**config.mk**
```make
export PLATFORM = sky130hd
export DESIGN_NAME = gcm_mem_arbiter
export DESIGN_NICKNAME = d
export VERILOG_FILES = /design/src/rtl/gcm_mem_arbiter_pkg.sv /design/src/rtl/gcm_mem_arbiter_burst_cnt.sv /design/src/rtl/gcm_mem_arbiter.sv
export SDC_FILE = /design/constraint.sdc
export NUM_CORES = 1
export LEC_CHECK = 0
export CAP_MARGIN = 20
export CELL_PAD_IN_SITES_DETAIL_PLACEMENT = 1
export CELL_PAD_IN_SITES_GLOBAL_PLACEMENT = 1
export CORE_AREA = 3 3 264 266
export CTS_CLUSTER_DIAMETER = 150
export DETAILED_ROUTE_END_ITERATION = 6
export DIE_AREA = 0 0 267 269
export GPL_TIMING_DRIVEN = 0
export PLACE_DENSITY_LB_ADDON = 0.15
export SYNTH_ARGS = -nofsm -noshare
export SYNTH_HDL_FRONTEND = slang
export SYNTH_SLANG_ARGS = --single-unit
```
**constraint.sdc**
```tcl
create_clock -name clk -period 2 [get_ports clk]
set_input_delay 0.3 -clock clk [delete_from_list [all_inputs] [get_ports clk]]
set_output_delay 0.3 -clock clk [all_outputs]
set_load 0.005 [all_outputs]
```
**src/rtl/gcm_mem_arbiter_pkg.sv**
```systemverilog
// Shared definitions for the GCM working-memory arbiter and the crypto controller.
// Holds the arbiter state encoding and the default memory geometry.
package gcm_mem_arbiter_pkg;

    localparam int GCM_DW        = 128;
    localparam int GCM_AW        = 6;
    localparam int GCM_DEPTH     = 41;
    localparam int GCM_MAX_BURST = 8;

    localparam int REQ_C = 0;
    localparam int REQ_H = 1;

    typedef enum logic [1:0] {
        ARB_IDLE  = 2'd0,
        ARB_OWN_C = 2'd1,
        ARB_OWN_H = 2'd2
    } arb_state_e;

endpackage

```
**src/rtl/gcm_mem_arbiter_burst_cnt.sv**
```systemverilog
// Saturating count of beats granted to the current memory owner.
// Clearing together with an increment loads 1: that beat opens the new burst.
module gcm_arb_burst_cnt #(
    parameter int MAX_BURST = 8
) (
    input  logic clk,
    input  logic rst,
    input  logic clr,
    input  logic inc,
    output logic last_beat
);

    localparam int CW = $clog2(MAX_BURST + 1);

    logic [CW-1:0] count_reg;
    logic [CW-1:0] count_next;

    always_comb begin
        count_next = count_reg;
        if (clr) begin
            count_next = inc ? CW'(1) : '0;
        end else if (inc && (count_reg != CW'(MAX_BURST))) begin
            count_next = count_reg + CW'(1);
        end
    end

    always_ff @(posedge clk or negedge rst) begin
        if (!rst) begin
            count_reg <= '0;
        end else begin
            count_reg <= count_next;
        end
    end

    // A beat granted now is the one that reaches (or is past) the burst limit.
    assign last_beat = (count_reg >= CW'(MAX_BURST - 1));

endmodule

```
**src/rtl/gcm_mem_arbiter.sv**
```systemverilog
// Two-requester arbiter (crypto controller / ARM host) for a single-port GCM memory.
// Bounded bursts, out-of-range detection and one-cycle read return on a shared rdata.
module gcm_mem_arbiter
    import gcm_mem_arbiter_pkg::*;
#(
    parameter int DW        = GCM_DW,
    parameter int AW        = GCM_AW,
    parameter int DEPTH     = GCM_DEPTH,
    parameter int MAX_BURST = GCM_MAX_BURST
) (
    input  logic          clk,
    input  logic          rst,
    input  logic          c_req,
    input  logic          c_we,
    input  logic [AW-1:0] c_addr,
    input  logic [DW-1:0] c_wdata,
    input  logic          h_req,
    input  logic          h_we,
    input  logic [AW-1:0] h_addr,
    input  logic [DW-1:0] h_wdata,
    output logic          c_gnt,
    output logic          h_gnt,
    output logic          c_rvalid,
    output logic          h_rvalid,
    output logic [DW-1:0] rdata,
    output logic          err,
    output logic          mem_en,
    output logic          mem_we,
    output logic [AW-1:0] mem_addr,
    output logic [DW-1:0] mem_wdata,
    input  logic [DW-1:0] mem_rdata
);

    localparam logic [AW:0] DEPTH_L = (AW + 1)'(DEPTH);

    arb_state_e    state_reg;
    arb_state_e    state_next;
    logic          c_gnt_w;
    logic          h_gnt_w;
    logic          cnt_clr;
    logic          cnt_inc;
    logic          cnt_last;
    logic          gnt_any;
    logic          sel_we;
    logic [AW-1:0] sel_addr;
    logic [DW-1:0] sel_wdata;
    logic          in_range;
    logic [1:0]    gnt_vec;
    logic [1:0]    we_vec;
    logic [1:0]    rvalid_reg;
    logic          rd_done;
    logic          err_reg;
    logic [DW-1:0] rdata_hold_reg;

    gcm_arb_burst_cnt #(
        .MAX_BURST (MAX_BURST)
    ) u_burst_cnt (
        .clk       (clk),
        .rst       (rst),
        .clr       (cnt_clr),
        .inc       (cnt_inc),
        .last_beat (cnt_last)
    );

    // Grants are combinational and masked while reset is held so every
    // strobe is low for the whole reset interval.
    always_comb begin
        c_gnt_w    = 1'b0;
        h_gnt_w    = 1'b0;
        cnt_clr    = 1'b0;
        cnt_inc    = 1'b0;
        state_next = state_reg;
        if (rst) begin
            case (state_reg)
                ARB_IDLE: begin
                    if (c_req) begin
                        c_gnt_w    = 1'b1;
                        cnt_clr    = 1'b1;
                        cnt_inc    = 1'b1;
                        state_next = ARB_OWN_C;
                    end else if (h_req) begin
                        h_gnt_w    = 1'b1;
                        cnt_clr    = 1'b1;
                        cnt_inc    = 1'b1;
                        state_next = ARB_OWN_H;
                    end
                end
                ARB_OWN_C: begin
                    if (c_req) begin
                        c_gnt_w = 1'b1;
                        if (h_req && cnt_last) begin
                            cnt_clr    = 1'b1;
                            state_next = ARB_OWN_H;
                        end else begin
                            cnt_inc = 1'b1;
                        end
                    end else if (h_req) begin
                        h_gnt_w    = 1'b1;
                        cnt_clr    = 1'b1;
                        cnt_inc    = 1'b1;
                        state_next = ARB_OWN_H;
                    end else begin
                        cnt_clr    = 1'b1;
                        state_next = ARB_IDLE;
                    end
                end
                ARB_OWN_H: begin
                    if (h_req) begin
                        h_gnt_w = 1'b1;
                        if (c_req && cnt_last) begin
                            cnt_clr    = 1'b1;
                            state_next = ARB_OWN_C;
                        end else begin
                            cnt_inc = 1'b1;
                        end
                    end else if (c_req) begin
                        c_gnt_w    = 1'b1;
                        cnt_clr    = 1'b1;
                        cnt_inc    = 1'b1;
                        state_next = ARB_OWN_C;
                    end else begin
                        cnt_clr    = 1'b1;
                        state_next = ARB_IDLE;
                    end
                end
                default: begin
                    cnt_clr    = 1'b1;
                    state_next = ARB_IDLE;
                end
            endcase
        end
    end

    always_ff @(posedge clk or negedge rst) begin
        if (!rst) begin
            state_reg <= ARB_IDLE;
        end else begin
            state_reg <= state_next;
        end
    end

    assign c_gnt   = c_gnt_w;
    assign h_gnt   = h_gnt_w;
    assign gnt_any = c_gnt_w | h_gnt_w;

    assign sel_we    = h_gnt_w ? h_we    : c_we;
    assign sel_addr  = h_gnt_w ? h_addr  : c_addr;
    assign sel_wdata = h_gnt_w ? h_wdata : c_wdata;
    assign in_range  = ({1'b0, sel_addr} < DEPTH_L);

    assign mem_en    = gnt_any & in_range;
    assign mem_we    = mem_en & sel_we;
    assign mem_addr  = gnt_any ? sel_addr  : '0;
    assign mem_wdata = gnt_any ? sel_wdata : '0;

    assign gnt_vec[REQ_C] = c_gnt_w;
    assign gnt_vec[REQ_H] = h_gnt_w;
    assign we_vec[REQ_C]  = c_we;
    assign we_vec[REQ_H]  = h_we;

    genvar gi;
    generate
        for (gi = 0; gi < 2; gi++) begin : g_rvalid
            always_ff @(posedge clk or negedge rst) begin
                if (!rst) begin
                    rvalid_reg[gi] <= 1'b0;
                end else begin
                    rvalid_reg[gi] <= gnt_vec[gi] & in_range & ~we_vec[gi];
                end
            end
        end
    endgenerate

    assign c_rvalid = rvalid_reg[REQ_C];
    assign h_rvalid = rvalid_reg[REQ_H];
    assign rd_done  = |rvalid_reg;

    always_ff @(posedge clk or negedge rst) begin
        if (!rst) begin
            err_reg        <= 1'b0;
            rdata_hold_reg <= '0;
        end else begin
            err_reg <= gnt_any & ~in_range;
            if (rd_done) begin
                rdata_hold_reg <= mem_rdata;
            end
        end
    end

    // Memory output passes straight through on the return cycle, then is held.
    assign rdata = rd_done ? mem_rdata : rdata_hold_reg;
    assign err   = err_reg;

endmodule

```
* Word level (Yosys, flattened, before mapping)
Cells that the tools add are included.
** Operators by class
- Add/subtract/negate cells :: 1
- $lt $le $gt $ge :: 2
- Equality and inequality tests :: 6
- Mux-type cells :: 39
- Bitwise operators :: 11
- Reductions and logical operators :: 8
** Operator list (count)
- two-way mux 128 bit :: 3
- two-way mux 1 bit :: 20
- two-way mux 2 bit :: 7
- two-way mux 6 bit :: 2
- != test 3 bit (second input constant) :: 3
- two-way mux 4 bit :: 2
- AND 1 bit :: 7
- less-than comparator 6 bit (second input constant) :: 1
- one-hot mux 1 bit (3 select lines) :: 2
- one-hot mux 2 bit (3 select lines) :: 1
- adder 4 x 1 -> 4 bit (second input constant) :: 1
- >= comparator 4 x 3 -> 1 bit (second input constant) :: 1
- != test 4 bit (second input constant) :: 1
- one-hot mux 1 bit (2 select lines) :: 2
- AND reduction 4 bit :: 1
- OR reduction 2 bit :: 2
- logical AND 1 bit :: 3
- NOT 1 bit :: 3
- equality test 2 x 1 -> 1 bit (second input constant) :: 1
- equality test 2 bit (second input constant) :: 1
- logical NOT 2 bit :: 1
- nonzero test 2 bit :: 1
- OR 1 bit :: 1
** Word-level totals
- Register bits :: 137
- Input bits :: 402
- Output and inout bits :: 269
- Logic and storage cells :: 73

* Logic depth before layout (Yosys ltp)
Gate-level depths: netlist (run 1).
- Depth after elaboration :: 9
- Depth in mapped cells :: 8
- Gate-level depth less buffers :: 6

* By module
From an unflattened synthesis (run 1), not the netlist that was laid out.
** Second synthesis, totals
- Cell total of the unflattened synthesis :: 791
- Area total of the unflattened synthesis :: 7288.2 µm²
** By module, submodules not included
- gcm_mem_arbiter :: instances 1, cells each 767, area each 7038.0 µm², seq. area each 3328.2 µm²
- gcm_arb_burst_cnt :: instances 1, cells each 24, area each 250.2 µm², seq. area each 100.1 µm²

* Worst setup path after synthesis (run 1)
Ideal clock, no wire load.
- Path type :: register to output
- From :: register state_reg[1]
- To :: output port mem_wdata[100]
- Arrival time :: 1.371 ns
- Required time :: 1.700 ns
- Setup slack :: 0.329 ns
- Cell stages (with the launch flop) :: 9
- Path buffers :: 4
- Cells stage by stage :: dfrtp_1 buf_2 nand2b_1 nand3_2 buf_4 buf_6 buf_4 nand2_1 a21oi_1
** On the way
- Cells in the longest elaborated chain, start to end :: 6
- Elaborated cells on any way between the ends :: 11
- Those cells by class :: eq/ne (2); mux (6); bitwise (1); reduce/logical (2)
** RTL lines
- from (decl) :: RTL line gcm_mem_arbiter.sv:36 : arb_state_e state_reg;
- from (signal assigned) :: RTL line gcm_mem_arbiter.sv:138 : state_reg <= state_next;
- equality test 2 x 1 -> 1 bit / logical NOT 2 bit (equally long branches) :: RTL line gcm_mem_arbiter.sv:74 : case (state_reg)
- OR reduction 2 bit (no source line)
- one-hot mux 1 bit (2 select lines) :: RTL line gcm_mem_arbiter.sv:74
- two-way mux 1 bit :: RTL line gcm_mem_arbiter.sv:73 : if (rst) begin
- two-way mux 128 bit / OR 1 bit (equally long branches) :: RTL line gcm_mem_arbiter.sv:148, gcm_mem_arbiter.sv:144
- two-way mux 128 bit (*) :: RTL line gcm_mem_arbiter.sv:154 : assign mem_wdata = gnt_any ? sel_wdata : '0;
- to (decl) :: RTL line gcm_mem_arbiter.sv:30 : output logic [DW-1:0] mem_wdata,
Mark *: on every way between the ends. The rest lies on a longest branch, timed or not.

* Worst setup path in the final report (run 1)
- From :: register state_reg[1]
- To :: output port mem_wdata[84]
The elaborated chain is that of the path after synthesis.

==> impl_summary.log, run 1 <==
INFO  metric status = complete, but fails checks
INFO  metric failed_checks = setup timing
INFO  metric place_inst = about 2300
INFO  metric utilization = 0.2706
INFO  metric worst_pin_slew = 0.5061 ns
INFO  metric clock.fmax = 419.5 MHz
INFO  metric crit_path_max_fanout = 7
INFO  metric groute.layer.met3.usage = 0.03623
INFO  metric ys_seq_area_frac = 0.4661
INFO  metric number_of_global_route_vias_before_repair = 9794
INFO  metric clock_skew = 0.007317 ns
INFO  metric rsz0062_at_grt = true
INFO  metric top_level_ports = about 670
INFO  metric ys_async_sr_fraction = 1.000
INFO  metric synth_enable_flop_cells = 0
INFO  metric multiInputGateArea = approximately 5000 µm²
INFO  metric crit-reg2reg-launch = u_burst_cnt.count_reg[0]$_DFFE_PN0P_
INFO  metric initialDrtViolationCount = 313
INFO  metric final-seq-area = roughly 3400 µm²
INFO  metric synthDistinctLibCells = 40
INFO  metric clock_sink_count = roughly 140
INFO  metric placement.io_buffers = 669
INFO  metric drt_first_pass_iters = 6
INFO  metric floorplan.initialDensity = 0.1093
INFO  metric ctsHtreeMaxLevel = 4
INFO  metric crit-reg2reg-capture = state_reg[0]$_DFFE_PN0P_
INFO  metric leakagePower = 8.413 nW
INFO  metric cellPowerDensity = 894.8 nW/µm²
INFO  metric groute.layer.met2.usage = 0.2556
INFO  metric cap_violations = 0
INFO  metric worst_slack = -0.3840 ns
INFO  metric max_slew_margin = 0.6626
INFO  metric final-max-slew-violation-count = 0
INFO  metric worstPathRequired = 1.70 ns
INFO  metric min_delay_path_depth = 2
INFO  metric gr-usage-met1 = 0.1529
INFO  metric data_arrival_critical_path = 2.08 ns
INFO  metric synthCells = 793
INFO  metric tritoncts.num_buffers = 17
INFO  metric post_route_antenna_net_violation_count = 0
INFO  metric nets = 1972
INFO  metric syn-cell-area = 7355 µm²
INFO  metric finish.cell_count_without_fillers = 2459
INFO  metric r2r_slack = around 0.2 ns
INFO  metric fraction_of_layout_instances_using_a_drive_strength_above_1 = 0.4867
INFO  metric source_to_sink_clock_delay_at_the_later_pin_of_the_worst_skew_pair = about 0.43 ns
INFO  metric report.final.hold_viol_count = 0
INFO  metric pin_count_of_the_biggest_net_entering_global_routing = 88
INFO  metric finalSetupTns = -73.75 ns
INFO  metric worst_min_path_start = rst
INFO  metric area_growth = 147.5%
INFO  metric gpl.final_weighted_congestion = 0.7656
INFO  metric grt_util_all_layers = 0.1367
INFO  metric timing.setup.critical_path_class = register to output pin
INFO  metric cell_row_count = 95
INFO  metric routedWlPerCell = 22.06 µm
INFO  metric layout_worst_path_cycle_share = 1.192
INFO  metric grt_pass1_wl = just over 70000 µm
INFO  metric die_h = 269 µm
INFO  metric startpoint_type = register
INFO  metric detailedPlacementHpwl = between 40000 and 50000 µm
INFO  metric fillCellCount = 7605
INFO  metric grt.overflow.total = 0
INFO  metric antenna_violations_before_repair = 10
INFO  metric via_count = a little over 9000
INFO  metric die_x = 267 µm
INFO  metric design.die.area = ~70000 µm²
INFO  metric postSynthAreaPerCell = 9.274 µm²
INFO  metric setup_viol = 260
INFO  metric yosys_warnings = 0
INFO  metric finalWirelength = 54260 µm
INFO  metric timing.final.crit_period = 2.384 ns
INFO  metric synth_seq_cells = 137
INFO  metric synth.net_count = 1197
INFO  metric clk_pin_slew = around 0.060 ns
INFO  metric layer_carrying_the_most_global_route_usage = met2
INFO  metric post_drt_via_cell_ratio = 3.691
INFO  metric hp-class = input port to register
INFO  metric cts_buffer_depth = 2
INFO  metric end_kind = output pin
INFO  metric drc = 0
INFO  metric tritoncts_clock_tree = done
INFO  metric core_area = 67280 µm²
INFO  metric clock_tree.root_cell = clkbuf_16
INFO  metric max_ffs_per_register = around 130
INFO  metric min_delay_worst_endpoint = state_reg[1]$_DFFE_PN0P_
INFO  metric ys.flop_type = dfrtp_1
INFO  metric r2r.worst_path.cells = 5
INFO  metric ir_drop = 0.4535 mV
layer usage:
metal	part of all wire	routed length (µm)
met5	0.00076	41
met4	0.013	684
met3	0.060	3270
met2	0.55	29640
met1	0.38	20620
worst max-delay path, stage by stage, from the launching register on:
cell and delay, ns:
dfrtp_1 0.38, buf_6 0.14, a21boi_4 0.18, nand3_4 0.15
buf_12 0.19, clkbuf_16 0.17, clkbuf_16 0.17, nand2_1 0.09
a21oi_2 0.06, buf_2 0.14
layout make-up:
type,count,share of cell area
timing repair buffer,758,0.3962
multi-input combinational,590,0.2684
sequential,137,0.1883
tap,873,0.06000
buffer,60,0.04770
clock buffer,21,0.02529
clock inverter,10,0.01175
inverter,4,0.001512
antenna,6,0.0008248
cells by family (layout without fill, tap and decap cells):
family                     count (synthesis)  in the layout  share of synthesized area
other                                      0              6                          0
AOI/OAI and AO/OA                        163            163                     0.1237
buffers and inverters                     66            853                    0.04951
DFF                                      137            137                     0.4661
and+or+nand+nor                          294            294                     0.1565
muxes                                    131            131                     0.2007
adders and majority gates                  2              2                   0.003402
metrics by stage:
stage	total power [mW]	hold WS, ns	instance area, µm²	setup WS (ns)
2_1_floorplan	6.496	0.004409	7355	0.3292
3_3_place_gp	11.20	0.4765	15140	-6.962
3_5_place_dp	11.26	0.2823	15180	-1.053
4_1_cts	15.67	0.1050	17150	-0.4617
5_1_grt	17.20	0.1268	18200	-0.4854
6_report	16.29	0.1246	18200	-0.3840
power by group:
part | switching (mW) | leakage [nW] | total [mW] | internal (mW)
clock network | 1.33 | 0.330 | 3.75 | 2.41
logic | 3.40 | 6.47 | 8.33 | 4.94
registers | 0.339 | 1.61 | 4.21 | 3.87
total | 5.07 | 8.41 | 16.3 | 11.2
cells in the final DEF, fill, tap and decap left out, drive strengths merged, types with 2 or more instances in the layout:
master         instances
mux2i                  2
diode                  6
o211ai                 2
o31a                   2
o21ai                 10
nor2                   4
clkinv                 3
nand3                  4
dfrtp                137
clkdlybuf4s50        401
dlygate4sd3            2
nor3b                  2
nor3                   2
buf                  338
clkbuf                89
bufinv                 6
inv                    5
dlygate4sd2            2
nand2                274
clkdlybuf4s15          7
mux2                 129
ha                     2
a21oi                142
worst max-delay path by stage:
| stage | startpoint | end | slack (ns) | cells after the start |
|---|---|---|---|---|
| global placement | rst | mem_wdata[89] | -6.96 | 7 |
| floorplan | state_reg[1]$_DFFE_PN0P_ | mem_wdata[100] | 0.33 | 8 |
| detailed placement | c_req | mem_wdata[78] | -1.05 | 8 |
| finish | state_reg[1]$_DFFE_PN0P_ | mem_wdata[84] | -0.38 | 9 |
| CTS | c_rvalid$_DFF_PN0_ | rdata[3] | -0.46 | 6 |
| global route | state_reg[1]$_DFFE_PN0P_ | mem_wdata[105] | -0.49 | 9 |
cell usage after synthesis (all sizes together) (4+ instances only):
library cell	number	area, µm²
buf	55	322.8
a21oi	142	725.7
dfrtp	137	3428
inv	4	15.01
nor2	4	15.01
o21ai	10	50.05
mux2	129	1453
nand2	274	1028
clkbuf	7	26.28
nand3	4	25.02
repair_timing:
item	in CTS	in global routing
gates resized for setup	1191	478
gates cloned	13	15
pin swaps	13	99
hold buffers	3	0
endpoints found under the hold margin	50	0
endpoints found under the setup margin	366	266
setup buffers	38	29
No activity file was read; power rests on OpenSTA's default activity.
==> inputs of run 2 (changes only) <==
--- a/config.mk
+++ b/config.mk
@@ -8,10 +8,10 @@
 export CAP_MARGIN = 20
 export CELL_PAD_IN_SITES_DETAIL_PLACEMENT = 1
 export CELL_PAD_IN_SITES_GLOBAL_PLACEMENT = 1
-export CORE_AREA = 3 3 264 266
+export CORE_AREA = 3 3 261 263
 export CTS_CLUSTER_DIAMETER = 150
 export DETAILED_ROUTE_END_ITERATION = 6
-export DIE_AREA = 0 0 267 269
+export DIE_AREA = 0 0 264 266
 export GPL_TIMING_DRIVEN = 0
 export PLACE_DENSITY_LB_ADDON = 0.15
 export SYNTH_ARGS = -nofsm -noshare
==> constraint.sdc (replaced) <==
create_clock -name clk -period 2.1 [get_ports clk]
set_input_delay 0.315 -clock clk [delete_from_list [all_inputs] [get_ports clk]]
set_output_delay 0.315 -clock clk [all_outputs]
set_load 0.005 [all_outputs]
==> run 2 against run 1 <==
The flow still finishes with violations (setup timing). Routed wire length grew 1.2%. Hold slack lost 0.039 ns. Cell count grew 1.3%. First-iteration DRC count shrank 23%. Critical path depth shrank 1. Combinational power grew 4.7%. Worst setup slack gained 0.047 ns. Via count grew 2.8%. Clock-buffer cell count shrank 1. Final area grew 4.0%. Register-to-register slack lost 0.04 ns. Power shrank 3.2%. Critical path type unchanged. Largest cell class unchanged.
==> impl_summary.log, run 2 (synthesis gave the netlist of run 1 again) <==
INFO  metric status = complete, but fails checks (unchanged)
INFO  metric failed_checks = setup timing (unchanged)
INFO  metric timing.final.crit_period = ~2.4 ns
INFO  metric post_drt_via_cell_ratio = 3.745 (was 3.691)
INFO  metric data_arrival_critical_path = 2.12 ns (was 2.08 ns)
INFO  metric routedWlPerCell = 22.03 µm (was 22.06 µm)
INFO  metric layout_worst_path_cycle_share = 1.161
INFO  metric detailedPlacementHpwl = 42720 µm (was 41920 µm)
INFO  metric finalWirelength = 54900 µm (was 54260 µm)
INFO  metric placement.io_buffers = 669 (unchanged)
INFO  metric report.final.hold_viol_count = 0 (unchanged)
INFO  metric worst_pin_slew = 0.5583 ns (was 0.5061 ns)
INFO  metric number_of_global_route_vias_before_repair = 10007 (was 9794)
INFO  metric placement.cell_area = 15160 µm² (was 15180 µm²)
INFO  metric worstPathRequired = 1.78 ns (was 1.70 ns)
INFO  metric layout_commonest_cell = clkdlybuf4s50_1 (unchanged)
INFO  metric leakagePower = 8.810 nW (was 8.413 nW)
INFO  metric grt_pass1_wl = 74210 µm (was 70900 µm)
INFO  metric die_h = 266 µm (was 269 µm)
INFO  metric area_growth = 157.3% (was 147.5%)
INFO  metric antenna_violations_before_repair = 8 (was 10)
INFO  metric via_count = 9333 (was 9075)
INFO  metric clock.fmax = 410.3 MHz
INFO  metric post_route_antenna_net_violation_count = 0 (unchanged)
INFO  metric clk_pin_slew = 0.06 ns (about the same)
INFO  metric max_ffs_per_register = 128 (unchanged)
INFO  metric tritoncts_clock_tree = done (unchanged)
INFO  metric startpoint_type = register (unchanged)
INFO  metric fraction_of_layout_instances_using_a_drive_strength_above_1 = 0.5135 (was 0.4867)
INFO  metric cell_row_count = 94 (was 95)
INFO  metric max_slew_margin = 0.6278 (was 0.6626)
INFO  metric ctsHtreeMaxLevel = 4 (unchanged)
INFO  metric top_level_ports = 671 (unchanged)
INFO  metric initialDrtViolationCount = 242 (was 313)
INFO  metric core_area = 65860 µm² (was 67280 µm²)
INFO  metric worst_slack = -0.3373 ns (was -0.3840 ns)
INFO  metric post-route-cell-area = 18920 µm² (was 18200 µm²)
INFO  metric gpl.final_weighted_congestion = 0.8487 (was 0.7656)
INFO  metric floorplan.initialDensity = 0.1117 (was 0.1093)
INFO  metric timing.setup.critical_path_class = register to output pin (unchanged)
INFO  metric most-common-layout-cells = clkdlybuf4s50_1 (401), nand2_1 (176), buf_6 (151) (was clkdlybuf4s50_1 (401), nand2_1 (192), buf_2 (138))
INFO  metric cts_buffer_depth = 2 (unchanged)
INFO  metric finalSetupTns = -61.48 ns (was -73.75 ns)
INFO  metric cap_violations = 0 (unchanged)
INFO  metric pin_count_of_the_biggest_net_entering_global_routing = 99 (was 88)
INFO  metric cellPowerDensity = 833.5 nW/µm² (was 894.8 nW/µm²)
INFO  metric clock_sink_count = 137 (unchanged)
INFO  metric clock_tree.root_cell = clkbuf_16 (unchanged)
INFO  metric grt_util_all_layers = 0.1464 (was 0.1367)
INFO  metric final-max-slew-violation-count = 0 (unchanged)
INFO  metric setup_viol = 265 (was 260)
INFO  metric die_x = 264 µm (was 267 µm)
INFO  metric hp-class = input port to register (unchanged)
INFO  metric crit_path_max_fanout = 10 (was 7)
INFO  metric grt.overflow.total = 0 (unchanged)
INFO  metric rsz0062_at_grt = true (unchanged)
INFO  metric drt_first_pass_iters = 4 (was 6)
INFO  metric clock_skew = 0.01120 ns (was 0.007317 ns)
INFO  metric source_to_sink_clock_delay_at_the_later_pin_of_the_worst_skew_pair = 0.47 ns (was 0.43 ns)
INFO  metric design.die.area = 70220 µm² (was 71820 µm²)
INFO  metric nets = 2017 (was 1972)
INFO  metric tritoncts.num_buffers = 17 (unchanged)
INFO  metric ir_drop = 0.4838 mV (was 0.4535 mV)
INFO  metric end_kind = output pin (unchanged)
INFO  metric drc = 0 (unchanged)
-- run 2: area by class of cell --
| type | instances | area (µm²) |
|---|---|---|
| tap | 864 | 1081 |
| sequential | 137 | 3431 |
| antenna | 4 | 10.01 |
| clock buffer | 20 | 436.7 |
| clock inverter | 10 | 120.1 |
| inverter | 4 | 27.53 |
| fill | 7467 | 46940 |
| multi-input combinational | 590 | 5059 |
| buffer | 56 | 815.8 |
| timing repair buffer | 807 | 7943 |
-- run 2: routing by layer --
metal / wire, µm / up-vias / track usage
li1: - / 4312 / -
met4: 886 / 8 / 0.03883
met2: 30070 / 314 / 0.2776
met1: 20180 / 4654 / 0.1536
met5: 56 / - / 0
met3: 3715 / 45 / 0.04977
-- run 2: repair_timing --
action	in CTS	in global routing
hold endpoints to repair	39	0
pin swaps	30	111
setup buffers	62	61
hold buffers	2	0
setup endpoints to repair	366	267
gates cloned	16	9
gates resized for setup	1361	468
-- run 2: worst paths after layout --
kind,slack (ns),depth (start not counted),end,start
worst max register to register,0.16,8,h_rvalid$_DFF_PN0_,state_reg[1]$_DFFE_PN0P_
max in group asynchronous,0.89,3,rdata_hold_reg[125]$_DFF_PN0_,rst
worst min-delay path,0.09,2,state_reg[1]$_DFFE_PN0P_,rst
worst max-delay path,-0.34,8,mem_wdata[99],state_reg[1]$_DFFE_PN0P_
min in group asynchronous,0.69,3,rdata_hold_reg[34]$_DFF_PN0_,rst
worst min register to register,0.49,1,rdata_hold_reg[127]$_DFF_PN0_,rdata_hold_reg[127]$_DFF_PN0_
-- run 2: critical path, stage by stage (launching register included) --
cell      delay [ns]
dfrtp_2         0.44
a21boi_4        0.19
nand3_4         0.16
clkinv_8        0.13
buf_12          0.16
buf_12          0.14
nand2_2         0.06
a21oi_2         0.20
buf_2           0.16
-- run 2: per-stage QoR --
step / instances / power, mW / setup slack, ns / hold WS (ns) / util
CTS: 2436 / 14.78 / -0.4894 / 0.03709 / 0.2645
global placement: 2326 / 10.68 / -7.237 / 0.4764 / 0.2297
detailed placement: 2327 / 10.76 / -1.200 / 0.2801 / 0.2302
global route: 2491 / 16.68 / -0.4382 / 0.05348 / 0.2873
floorplan: 793 / 6.187 / 0.4142 / 0.01941 / -
finish: 2492 / 15.77 / -0.3373 / 0.08526 / 0.2873
-- run 2: report_power, final --
part / switching, mW / total [mW] / internal, mW
Combinational: 3.39 / 8.72 / 5.33
Sequential: 0.338 / 4.03 / 3.69
Clock: 1.28 / 3.02 / 1.74
